$ cat src/rtl/fifo_ms_merge.sv
// Merges FLUX independent payload streams into one tagged stream: a private circular
// buffer per flux, round-robin selection and a registered single-word output.
module fifo_ms_merge #(
   parameter  int WIDTH      = 8,
   parameter  int DEPTH      = 4,
   parameter  int FLUX       = 2,
   localparam int TAG_WIDTH  = $clog2(FLUX),
   localparam int PAY_WIDTH  = WIDTH - TAG_WIDTH,
   localparam int ADDR_WIDTH = $clog2(DEPTH)
) (
   input  logic                      ck,
   input  logic                      rst,
   input  logic [FLUX-1:0]           wr,
   input  logic [FLUX*PAY_WIDTH-1:0] datain,
   input  logic [FLUX-1:0]           down_full,
   output logic [FLUX-1:0]           full,
   output logic [FLUX-1:0]           empty,
   output logic                      wr_out,
   output logic [WIDTH-1:0]          dataout
);

   logic [ADDR_WIDTH-1:0] wp_q [FLUX];
   logic [ADDR_WIDTH-1:0] wp_d [FLUX];
   logic [ADDR_WIDTH-1:0] rp_q [FLUX];
   logic [ADDR_WIDTH-1:0] rp_d [FLUX];
   logic [FLUX-1:0]       wnr_q, wnr_d;
   logic [PAY_WIDTH-1:0]  mem_q [FLUX][DEPTH];
   logic [TAG_WIDTH-1:0]  last_q, last_d;
   logic                  wr_out_q, wr_out_d;
   logic [WIDTH-1:0]      dataout_q, dataout_d;

   logic [FLUX-1:0]       full_c, empty_c, wr_acc, eligible, pop;
   logic                  grant_valid;
   logic [TAG_WIDTH-1:0]  grant_idx, arb_idx, out_tag;

   assign out_tag = dataout_q[WIDTH-1 -: TAG_WIDTH];

   // The word sitting in the output register is not yet visible in down_full,
   // so its flux is held off for one cycle.
   always_comb begin
      full_c   = '0;
      empty_c  = '0;
      wr_acc   = '0;
      eligible = '0;
      for (int i = 0; i < FLUX; i++) begin
         full_c[i]   = (wp_q[i] == rp_q[i]) &&  wnr_q[i];
         empty_c[i]  = (wp_q[i] == rp_q[i]) && !wnr_q[i];
         wr_acc[i]   = wr[i] && !full_c[i];
         eligible[i] = !empty_c[i] && !down_full[i] &&
                       !(wr_out_q && (out_tag == TAG_WIDTH'(i)));
      end
   end

   always_comb begin
      grant_valid = 1'b0;
      grant_idx   = '0;
      arb_idx     = '0;
      for (int k = 1; k <= FLUX; k++) begin
         arb_idx = last_q + TAG_WIDTH'(k);
         if (!grant_valid && eligible[arb_idx]) begin
            grant_valid = 1'b1;
            grant_idx   = arb_idx;
         end
      end
   end

   always_comb begin
      pop = '0;
      if (grant_valid) pop[grant_idx] = 1'b1;
   end

   always_comb begin
      wp_d      = wp_q;
      rp_d      = rp_q;
      wnr_d     = wnr_q;
      last_d    = last_q;
      wr_out_d  = grant_valid;
      dataout_d = dataout_q;
      for (int i = 0; i < FLUX; i++) begin
         if (wr_acc[i]) wp_d[i] = wp_q[i] + ADDR_WIDTH'(1);
         if (pop[i])    rp_d[i] = rp_q[i] + ADDR_WIDTH'(1);
         if (wr_acc[i] && !pop[i])      wnr_d[i] = 1'b1;
         else if (pop[i] && !wr_acc[i]) wnr_d[i] = 1'b0;
      end
      if (grant_valid) begin
         last_d    = grant_idx;
         dataout_d = {grant_idx, mem_q[grant_idx][rp_q[grant_idx]]};
      end
   end

   always_ff @(posedge ck) begin
      if (!rst) begin
         for (int i = 0; i < FLUX; i++) begin
            wp_q[i] <= '0;
            rp_q[i] <= '0;
         end
         wnr_q     <= '0;
         last_q    <= TAG_WIDTH'(FLUX - 1);
         wr_out_q  <= 1'b0;
         dataout_q <= '0;
      end else begin
         wp_q      <= wp_d;
         rp_q      <= rp_d;
         wnr_q     <= wnr_d;
         last_q    <= last_d;
         wr_out_q  <= wr_out_d;
         dataout_q <= dataout_d;
      end
   end

   // Storage is left unreset; pointers alone define what is valid.
   always_ff @(posedge ck) begin
      for (int i = 0; i < FLUX; i++) begin
         if (wr_acc[i]) mem_q[i][wp_q[i]] <= datain[i*PAY_WIDTH +: PAY_WIDTH];
      end
   end

   assign full    = full_c;
   assign empty   = empty_c;
   assign wr_out  = wr_out_q;
   assign dataout = dataout_q;

endmodule

$ cat config.mk
export PLATFORM = sky130hd
export DESIGN_NAME = fifo_ms_merge
export DESIGN_NICKNAME = d
export VERILOG_FILES = /design/src/rtl/fifo_ms_merge.sv
export SDC_FILE = /design/constraint.sdc
export NUM_CORES = 1
export LEC_CHECK = 0
export CAP_MARGIN = 20
export CORE_UTILIZATION = 31
export CTS_BUF_LIST = sky130_fd_sc_hd__clkbuf_4 sky130_fd_sc_hd__clkbuf_8
export DETAILED_ROUTE_END_ITERATION = 16
export PLACE_DENSITY = 0.53
export SLEW_MARGIN = 15
export SYNTH_ARGS = -nofsm -noshare
export SYNTH_HDL_FRONTEND = slang
export SYNTH_SLANG_ARGS = --single-unit
$ cat constraint.sdc
create_clock -name ck -period 1.83 [get_ports ck]
set_clock_uncertainty 0.1 [all_clocks]
set_input_delay 0.549 -clock ck [delete_from_list [all_inputs] [get_ports ck]]
set_output_delay 0.549 -clock ck [all_outputs]
set_load 0.05 [all_outputs]
==> results.json, run 1 <==
{
  "timing.final.crit_share_pct": 113,
  "use_met2_pct": 19.8,
  "clock_latency_ns": 0.35,
  "wl_um": 6330,
  "met1_usage_pct": 17.1,
  "die-width_um": 105,
  "grt-busiest-layer": "met2",
  "post-place-ws_ns": -0.418,
  "vias": 1837,
  "crit_type": "register to output port",
  "die_area_um2": 11100,
  "use_met3_pct": 4.30,
  "grt_pass1_vias": 1909,
  "p_switching_mw": 2.64,
  "cp.required_ns": 1.18,
  "regArea_um2": 2100,
  "syn_area_um2": 3300,
  "clockPowerShare_pct": 15.8,
  "cts_tree": "done",
  "worstMarginPinSlew_ns": 0.448,
  "cts_htree_levels": 3,
  "syn-num-nets": 227,
  "path_clk_slew_ns": 0.08,
  "setup_violations": 7,
  "synth_cells": 197,
  "yosysWarningCount": 0,
  "async_flop_share_pct": 0,
  "leakagePower_nw": 1.69,
  "ant_nets": 0,
  "finalHoldViolCount": 0,
  "most-common-layout-cells": "56 x edfxtp_1, 34 x buf_4, 19 x clkdlybuf4s50_1, 19 x buf_12",
  "p_per_area_nw_per_um2": 1580,
  "start_util_pct": 32.0,
  "multi_input_area_um2": 1250,
  "clock-root-buffer": "clkbuf_8",
  "period_needed_ns": 2.07,
  "internal_power_mw": 4.69,
  "drive_gt1_share_pct": 43.1,
  "outcome": "finished with violations",
  "track_usage_pct": 12.9,
  "rows": 37,
  "ir_worst_vdd_v": 0.000819,
  "path_max_fanout": 3,
  "final_nets": 308,
  "violations": "setup timing",
  "worst_setup_path_end_kind": "output port",
  "cap_violations": 0,
  "layout_commonest_cell": "edfxtp_1",
  "p_sw_share_pct": 36.0,
  "max_freq_mhz": 484,
  "die_y_um": 105,
  "cts.hold.buffers_added": 0,
  "cp-start-kind": "register",
  "ys_ff_latch": 76,
  "crit_arrival_ns": 1.42,
  "dr.pass1.iters": 4,
  "rsz0062_at_grt": "yes",
  "ys_types": 37,
  "antenna_found_initial": 0,
  "synth-main-ff-cell": "edfxtp_1",
  "drtIter0Drc": 58,
  "crit_path_top_delay_cell": "dfxtp_4",
  "clk_path_buf_depth": 2,
  "setup_ws_ns": -0.238,
  "grt_max_degree": 23,
  "hp-class": "register to register",
  "wire_per_inst_um": 15.1,
  "io_pins": 33,
  "syn_to_final_growth_pct": 40.2,
  "numCtsBuffers": 9,
  "vias_per_cell": 4.38,
  "design.core.area_um2": 10300,
  "cts.sinks": 76,
  "holdWs_ns": 0.428,
  "port_buffers": 32,
  "cp_cell_sequence": "xor2_4 > buf_6 > nor3_4 > buf_12",
  "drcViolationCount": 0,
  "grt_pass1_wl_um": 10400,
  "fillers": 913,
  "antenna_cells": 0,
  "grt_overflow": 0,
  "syn_avg_cell_area_um2": 16.8,
  "cp_slowest_stage_delay_ns": 0.37,
  "gp_congestion": 0.711,
  "ys_seq_area_share_pct": 63.1,
  "drv_slew": 0,
  "synth_edf_count": 56,
  "setup_tns_ns": -0.813,
  "pwr-share-comb_pct": 50.7,
  "p_seq_share_pct": 33.5,
  "hpwlAfterDp_um": 4310,
  "relSlewSlack_pct": 70.1
}
==> power by group through the flow <==
stage	Combinational, mW	Sequential, mW	Clock (mW)
2_1_floorplan	1.78	2.62	0
4_1_cts	3.63	2.46	1.20
6_report	3.72	2.46	1.16
3_5_place_dp	3.22	2.47	0
3_3_place_gp	3.21	2.46	0
5_1_grt	4.01	2.49	1.28
==> repair_timing <==
item                                    4_1_cts  5_1_grt
endpoints found under the setup margin       17       18
cloned                                        1        0
gates resized for setup                      24        9
pin swaps                                    12       17
buffers inserted                             10        5
==> flip-flops by register name (all words and copies together), names as in the netlist <==
register,flops
wr_out,1
rp_q,4
wp_q,4
wnr_q,2
dataout,8
mem_q,56
last_q,1
==> cell families (layout without fill, tap and decap cells) <==
family / Yosys count / count (layout) / synth area share [%]
AOI/OAI and AO/OA: 25 / 25 / 6.41
adders and majority gates: 10 / 10 / 3.79
buffers and inverters: 14 / 100 / 2.69
xor gates and xnor gates: 8 / 8 / 4.06
muxes: 27 / 27 / 13.6
DFF: 76 / 76 / 63.1
and+or+nand+nor: 37 / 37 / 6.37
==> layer usage <==
layer | share of wire, % | wire, um
met5 | 0 | 0
met2 | 49 | 3090
met3 | 4.2 | 267
met1 | 46 | 2930
met4 | 0.71 | 45
==> per-stage QoR <==
stage	util [%]	area (um2)	instances	total power, mW
floorplan	-	3350	197	4.40
global placement	40.8	4220	390	5.67
detailed placement	40.8	4220	390	5.69
CTS	44.3	4570	417	7.29
global route	44.8	4630	419	7.78
finish	44.8	4630	419	7.33
==> cell type report <==
class,instances,area share [%]
clock buffers,9,2.68
clock inverters,7,1.19
inverters,6,0.487
multi-input cells,107,27.1
flip-flops and latches,76,45.5
well taps,136,3.68
repair buffers,78,19.4
==> worst max-delay path: cells and delay by family (launching register included) <==
kind	cells	cell delay, ns
buffers and inverters	2	0.30
xor gates and xnor gates	1	0.18
and+or+nand+nor	1	0.22
DFF	1	0.37
==> path summary, 6_finish.rpt <==
| check | start | end | slack (ns) | depth (start not counted) |
|---|---|---|---|---|
| max | wp_q[2] | empty[0] | -0.24 | 4 |
| min | dataout[7] | dataout[7] | 0.43 | 2 |
| max reg2reg | wp_q[2] | wnr_q[1] | -0.11 | 8 |
| min reg2reg | dataout[7] | dataout[7] | 0.43 | 2 |
==> cell usage after synthesis, types with 2 or more instances <==
| library cell | instances | area share, % |
|---|---|---|
| mux2i_1 | 13 | 3.9 |
| xnor2_1 | 4 | 1.1 |
| mux4_2 | 13 | 8.9 |
| o21ai_0 | 5 | 0.76 |
| nand3_1 | 2 | 0.30 |
| xnor2_4 | 2 | 1.7 |
| ha_1 | 10 | 3.8 |
| inv_1 | 6 | 0.68 |
| dfxtp_1 | 20 | 12 |
| o21ai_1 | 3 | 0.45 |
| nand2b_1 | 2 | 0.38 |
| buf_6 | 4 | 1.4 |
| a21oi_1 | 9 | 1.4 |
| buf_2 | 2 | 0.30 |
| edfxtp_1 | 56 | 51 |
| nor2b_1 | 5 | 0.95 |
| nand2_1 | 4 | 0.45 |
| nor2_1 | 5 | 0.57 |
| and2_1 | 14 | 2.7 |
No activity file was read; power rests on OpenSTA's default activity.
==> run 2, diff against run 1 <==
- SETUP_SLACK_MARGIN: unset -> 0.5
==> run 2 against run 1 <==
The flow still finishes with violations (setup timing). Die area is the same. Utilization is 0.23 points lower. Combinational power barely moved. Clock power is 20% higher.
==> results.json, run 2 (synthesis gave the netlist of run 1 again) <==
{
  "relSlewSlack_pct": 72.0,
  "dp_cells": 373,
  "leakagePower_nw": 1.67,
  "most-common-layout-cells": "56 x edfxtp_1, 18 x buf_4, 15 x clkdlybuf4s50_1, 15 x buf_12",
  "design.core.area_um2": 10300,
  "vias": 1811,
  "vias_per_cell": 4.45,
  "crit_family": "flip-flops",
  "cp_cell_sequence": "xor2_4 > buf_6 > nor3_4 > buf_12",
  "clockPowerShare_pct": 18.3,
  "period_needed_ns": 2.07,
  "cap_violations": 0,
  "worst_setup_path_end_kind": "output port",
  "start_util_pct": 32.0,
  "setup_ws_ns": -0.241,
  "largest_reg_flops": 56,
  "cp_num_cells": 4,
  "ant_nets": 0,
  "cp.required_ns": 1.18,
  "ir_worst_vdd_v": 0.000911,
  "max_freq_mhz": 483,
  "cp-start-kind": "register",
  "drv_slew": 0,
  "internal_power_mw": 4.99,
  "cts_tree": "done",
  "grt_max_degree": 23,
  "die_y_um": 105,
  "numCtsBuffers": 9,
  "wire_per_inst_um": 15.7,
  "dr.pass1.iters": 4,
  "crit_arrival_ns": 1.42,
  "report.power.total_mw": 7.59,
  "final_cells": 407,
  "antenna_found_initial": 0,
  "p_seq_share_pct": 32.7,
  "cp_slowest_stage_delay_ns": 0.37,
  "die-width_um": 105,
  "rows": 37,
  "regArea_um2": 2130,
  "track_usage_pct": 12.7,
  "holdWs_ns": 0.438,
  "rsz0062_at_grt": "yes",
  "wl_um": 6400,
  "min_path_cells": 2,
  "multi_input_area_um2": 1260,
  "p_sw_share_pct": 34.2,
  "die_area_um2": 11100,
  "cp.buffers_inverters": 2,
  "final_nets": 296,
  "violations": "setup timing",
  "cts_htree_levels": 3,
  "drtIter0Drc": 50,
  "cts.sinks": 76,
  "drive_gt1_share_pct": 46.5,
  "grt_overflow": 0,
  "p_per_area_nw_per_um2": 1650,
  "placed_area_um2": 4100,
  "clock-root-buffer": "clkbuf_8",
  "gp_congestion": 0.684,
  "fin_area_um2": 4600,
  "crit_type": "register to output port",
  "io_pins": 33,
  "crit_path_top_delay_cell": "dfxtp_4",
  "finalHoldViolCount": 0,
  "p_switching_mw": 2.60,
  "antenna_cells": 0,
  "outcome": "finished with violations",
  "syn_to_final_growth_pct": 39.5,
  "pwr-share-comb_pct": 49.0,
  "hp-class": "register to register",
  "clk_path_buf_depth": 2,
  "worstMarginPinSlew_ns": 0.419,
  "grt_pass1_wl_um": 10100,
  "grt_pass1_vias": 1865,
  "path_clk_slew_ns": 0.08,
  "timing.final.crit_share_pct": 113,
  "layout_commonest_cell": "edfxtp_1",
  "hpwlAfterDp_um": 4280,
  "path_max_fanout": 3,
  "reg2reg_depth": 8,
  "post-place-ws_ns": -0.431,
  "clock_latency_ns": 0.35,
  "port_buffers": 32,
  "setup_violations": 16,
  "drcViolationCount": 0,
  "fillers": 941
}
[run 2: path summary, 6_finish.rpt]
kind | start | to | slack [ns]
worst max register to register | wp_q[3] | wnr_q[1] | -0.18
worst max-delay path | wp_q[2] | empty[0] | -0.24
worst min register to register | dataout[7] | dataout[7] | 0.44
worst min-delay path | dataout[7] | dataout[7] | 0.44
[run 2: what timing repair did]
item | CTS | global route
endpoints found under the setup margin | 89 | 89
pin swaps | 17 | 12
cloned | 0 | 1
resized for setup | 38 | 12
hold buffers | 0 | 0
buffers inserted | 13 | 4
[run 2: final cells by class]
| cell class | instances | area share (%) |
|---|---|---|
| Timing Repair Buffer | 66 | 17.3 |
| Tap cell | 136 | 3.70 |
| Inverter | 6 | 0.489 |
| Sequential cell | 76 | 46.3 |
| Clock buffer | 10 | 2.85 |
| Clock inverter | 6 | 1.93 |
| Multi-Input combinational cell | 107 | 27.4 |
[run 2: metrics by stage]
stage | utilization [%] | setup TNS (ns)
2_1_floorplan | - | -0.0556
3_3_place_gp | 39.7 | -14.16
3_5_place_dp | 39.7 | -14.51
4_1_cts | 43.5 | -1.18
5_1_grt | 44.6 | -2.40
6_report | 44.6 | -1.51
[run 2: worst register-to-register path, cell delays in order, from the launching register on]
cell      delay, ns
dfxtp_4        0.37
xor2_4         0.20
buf_6          0.12
buf_6          0.11
o311ai_4       0.29
nand2_4        0.17
ha_4           0.31
mux2i_1        0.17
nor2b_1        0.06
[run 2: routing by layer]
metal  track usage (%)  up-vias  part of all wire [%]  routed length, um
met3              2.74       16                   3.2                205
met1              16.2      884                    45               2870
met2              19.8       37                    49               3120
li1                  -      874                     -                  -
met5                 0        -                     0                  0
met4              7.65        0                   3.3                210
[run 2: power by group through the flow]
| stage | Clock (mW) | Sequential [mW] | Combinational (mW) |
|---|---|---|---|
| after floorplan | 0 | 2.64 | 1.86 |
| after global placement | 0 | 2.49 | 3.13 |
| after detailed placement | 0 | 2.49 | 3.15 |
| after CTS | 1.44 | 2.49 | 3.47 |
| after global routing | 1.51 | 2.52 | 3.97 |
| final | 1.39 | 2.48 | 3.72 |
==> run 3, diff against run 2 <==
- CORE_UTILIZATION: 31 -> 53
- PLACE_DENSITY: 0.53 -> 0.81
==> run 3 against run 2 <==
The run still ends with setup timing left. Utilization up 33 points. Sequential power about the same. Power rose by 4.5%. Routed wire length fell by 1.1%. Global-route usage up 8.2 points. Design area is 0.35% higher. Critical path type unchanged.
==> results.json, run 3 (synthesis gave the netlist of run 1 again) <==
{
  "outcome": "finished with violations",
  "violations": "setup timing",
  "finalHoldViolCount": 0,
  "rsz0062_at_grt": "yes",
  "cp.required_ns": 1.18,
  "vias_per_cell": 5.36,
  "grt_pass1_wl_um": 9430,
  "vias": 1865,
  "post-place-ws_ns": -0.452,
  "cts_htree_levels": 3,
  "track_usage_pct": 20.9,
  "period_needed_ns": 2.04,
  "antenna_cells": 0,
  "crit_path_top_delay_cell": "dfxtp_4",
  "grt_pass1_vias": 1866,
  "start_util_pct": 55.4,
  "timing.final.crit_share_pct": 111,
  "hp-class": "register to register",
  "antenna_found_initial": 0,
  "cp_cell_sequence": "xor2_4 > buf_6 > nor3_4 > buf_12",
  "design.core.area_um2": 5960,
  "die_y_um": 80.9,
  "p_per_area_nw_per_um2": 1720,
  "max_freq_mhz": 491,
  "timing.rr.end": "wnr_q[1]",
  "reg2reg_depth": 7,
  "clk_path_buf_depth": 2,
  "drcViolationCount": 0,
  "ir_worst_vdd_v": 0.00135,
  "die-width_um": 80.9,
  "grt_max_degree": 23,
  "wire_per_inst_um": 18.2,
  "die_area_um2": 6550,
  "met1_usage_pct": 26.2,
  "path_clk_slew_ns": 0.08,
  "drtIter0Drc": 67,
  "path_max_fanout": 3,
  "syn_to_final_growth_pct": 40.0,
  "crit_type": "register to output port",
  "rr_startpoint": "rp_q[2]",
  "worst_setup_path_end_kind": "output port",
  "worstMarginPinSlew_ns": 0.428,
  "final_nets": 298,
  "grt-busiest-layer": "met2",
  "r2r_slack_ns": -0.16,
  "cp_slowest_stage_delay_ns": 0.37,
  "postLayoutCoreUtil_pct": 77.6,
  "clock-root-buffer": "clkbuf_8",
  "rows": 28,
  "cap_violations": 0,
  "setup_ws_ns": -0.208,
  "gp_congestion": 0.764,
  "cp-start-kind": "register",
  "wl_um": 6330,
  "cts_tree": "done",
  "holdCritStartpoint": "dataout[7]",
  "hpwlAfterDp_um": 3870,
  "crit_arrival_ns": 1.39,
  "grt_overflow": 0,
  "setup_violations": 13,
  "dr.pass1.iters": 4,
  "cts.sinks": 76,
  "hold_path_end": "dataout[7]",
  "layout_commonest_cell": "edfxtp_1",
  "min_path_cells": 2,
  "ant_nets": 0,
  "most-common-layout-cells": "56 x edfxtp_1, 22 x buf_4, 16 x buf_12, 15 x clkdlybuf4s50_1, 13 x mux4_2",
  "clock_latency_ns": 0.34,
  "numCtsBuffers": 9,
  "cts.hold.buffers_added": 0,
  "io_pins": 33,
  "report.power.total_mw": 7.94,
  "leakagePower_nw": 1.71,
  "relSlewSlack_pct": 71.4,
  "port_buffers": 32,
  "drive_gt1_share_pct": 49.5,
  "use_met2_pct": 34.1,
  "use_met3_pct": 5.96,
  "largest_reg_flops": 56,
  "drv_slew": 0
}
## run 3: cell count changes in the layout (fill, tap and decap cells not counted), moves of 2 or more
cell,delta
nor2_4,+2
bufinv_16,+2
buf_4,+4
xnor2_1,-3
a21oi_2,+2
xnor2_2,+3
a21oi_1,-2
## run 3: power breakdown
| group | switching [mW] | internal [mW] | leakage [nW] | total, mW |
|---|---|---|---|---|
| sequential | 0.269 | 2.22 | 0.688 | 2.49 |
| clock | 0.593 | 1.06 | 0.130 | 1.65 |
| combinational | 1.81 | 1.99 | 0.895 | 3.80 |
## run 3: critical path, delay by kind of cell (launching register included)
family | cells | cell delay (ns)
XOR/XNOR | 1 | 0.19
buffers and inverters | 2 | 0.28
flip-flops | 1 | 0.37
AND/OR/NAND/NOR | 1 | 0.20
## run 3: area by class of cell
type / count / area, um2
Clock buffer: 10 / 131
Tap cell: 75 / 93.8
Inverter: 6 / 22.5
Clock inverter: 6 / 136
Multi-Input combinational cell: 107 / 1310
Sequential cell: 76 / 2130
Fill cell: 348 / 1340
Timing Repair Buffer: 68 / 795
## run 3: stage by stage
stage          std cells  cell area (um2)  setup TNS [ns]  hold slack, ns
4_1_cts              343             4480          -0.777           0.423
3_5_place_dp         314             4020          -14.88           0.399
5_1_grt              348             4620           -2.09           0.466
6_report             348             4620           -1.05           0.448
2_1_floorplan        197             3410         -0.0556           0.445
3_3_place_gp         314             4020          -13.93           0.390
## run 3: how the worst max path moves through the flow
stage	from	to	depth (start not counted)
after global placement	down_full[0]	wnr_q[0]	8
after global routing	rp_q[2]	empty[0]	4
after CTS	wp_q[2]	empty[0]	4
final	rp_q[2]	empty[0]	4
after detailed placement	down_full[0]	wnr_q[0]	8
after floorplan	down_full[1]	wnr_q[0]	8
## run 3: repair_timing
item | 4_1_cts | 5_1_grt
setup buffers | 13 | 5
pin swaps | 21 | 12
resized for setup | 37 | 23
endpoints found under the setup margin | 89 | 89
hold endpoints to repair | 0 | 0
## run 3: routing by layer
metal	routed length [um]	vias to the layer above	part of all wire (%)
met4	68	0	1.1
met1	2640	937	42
met5	0	-	0
li1	-	885	-
met2	3420	37	54
met3	204	6	3.2
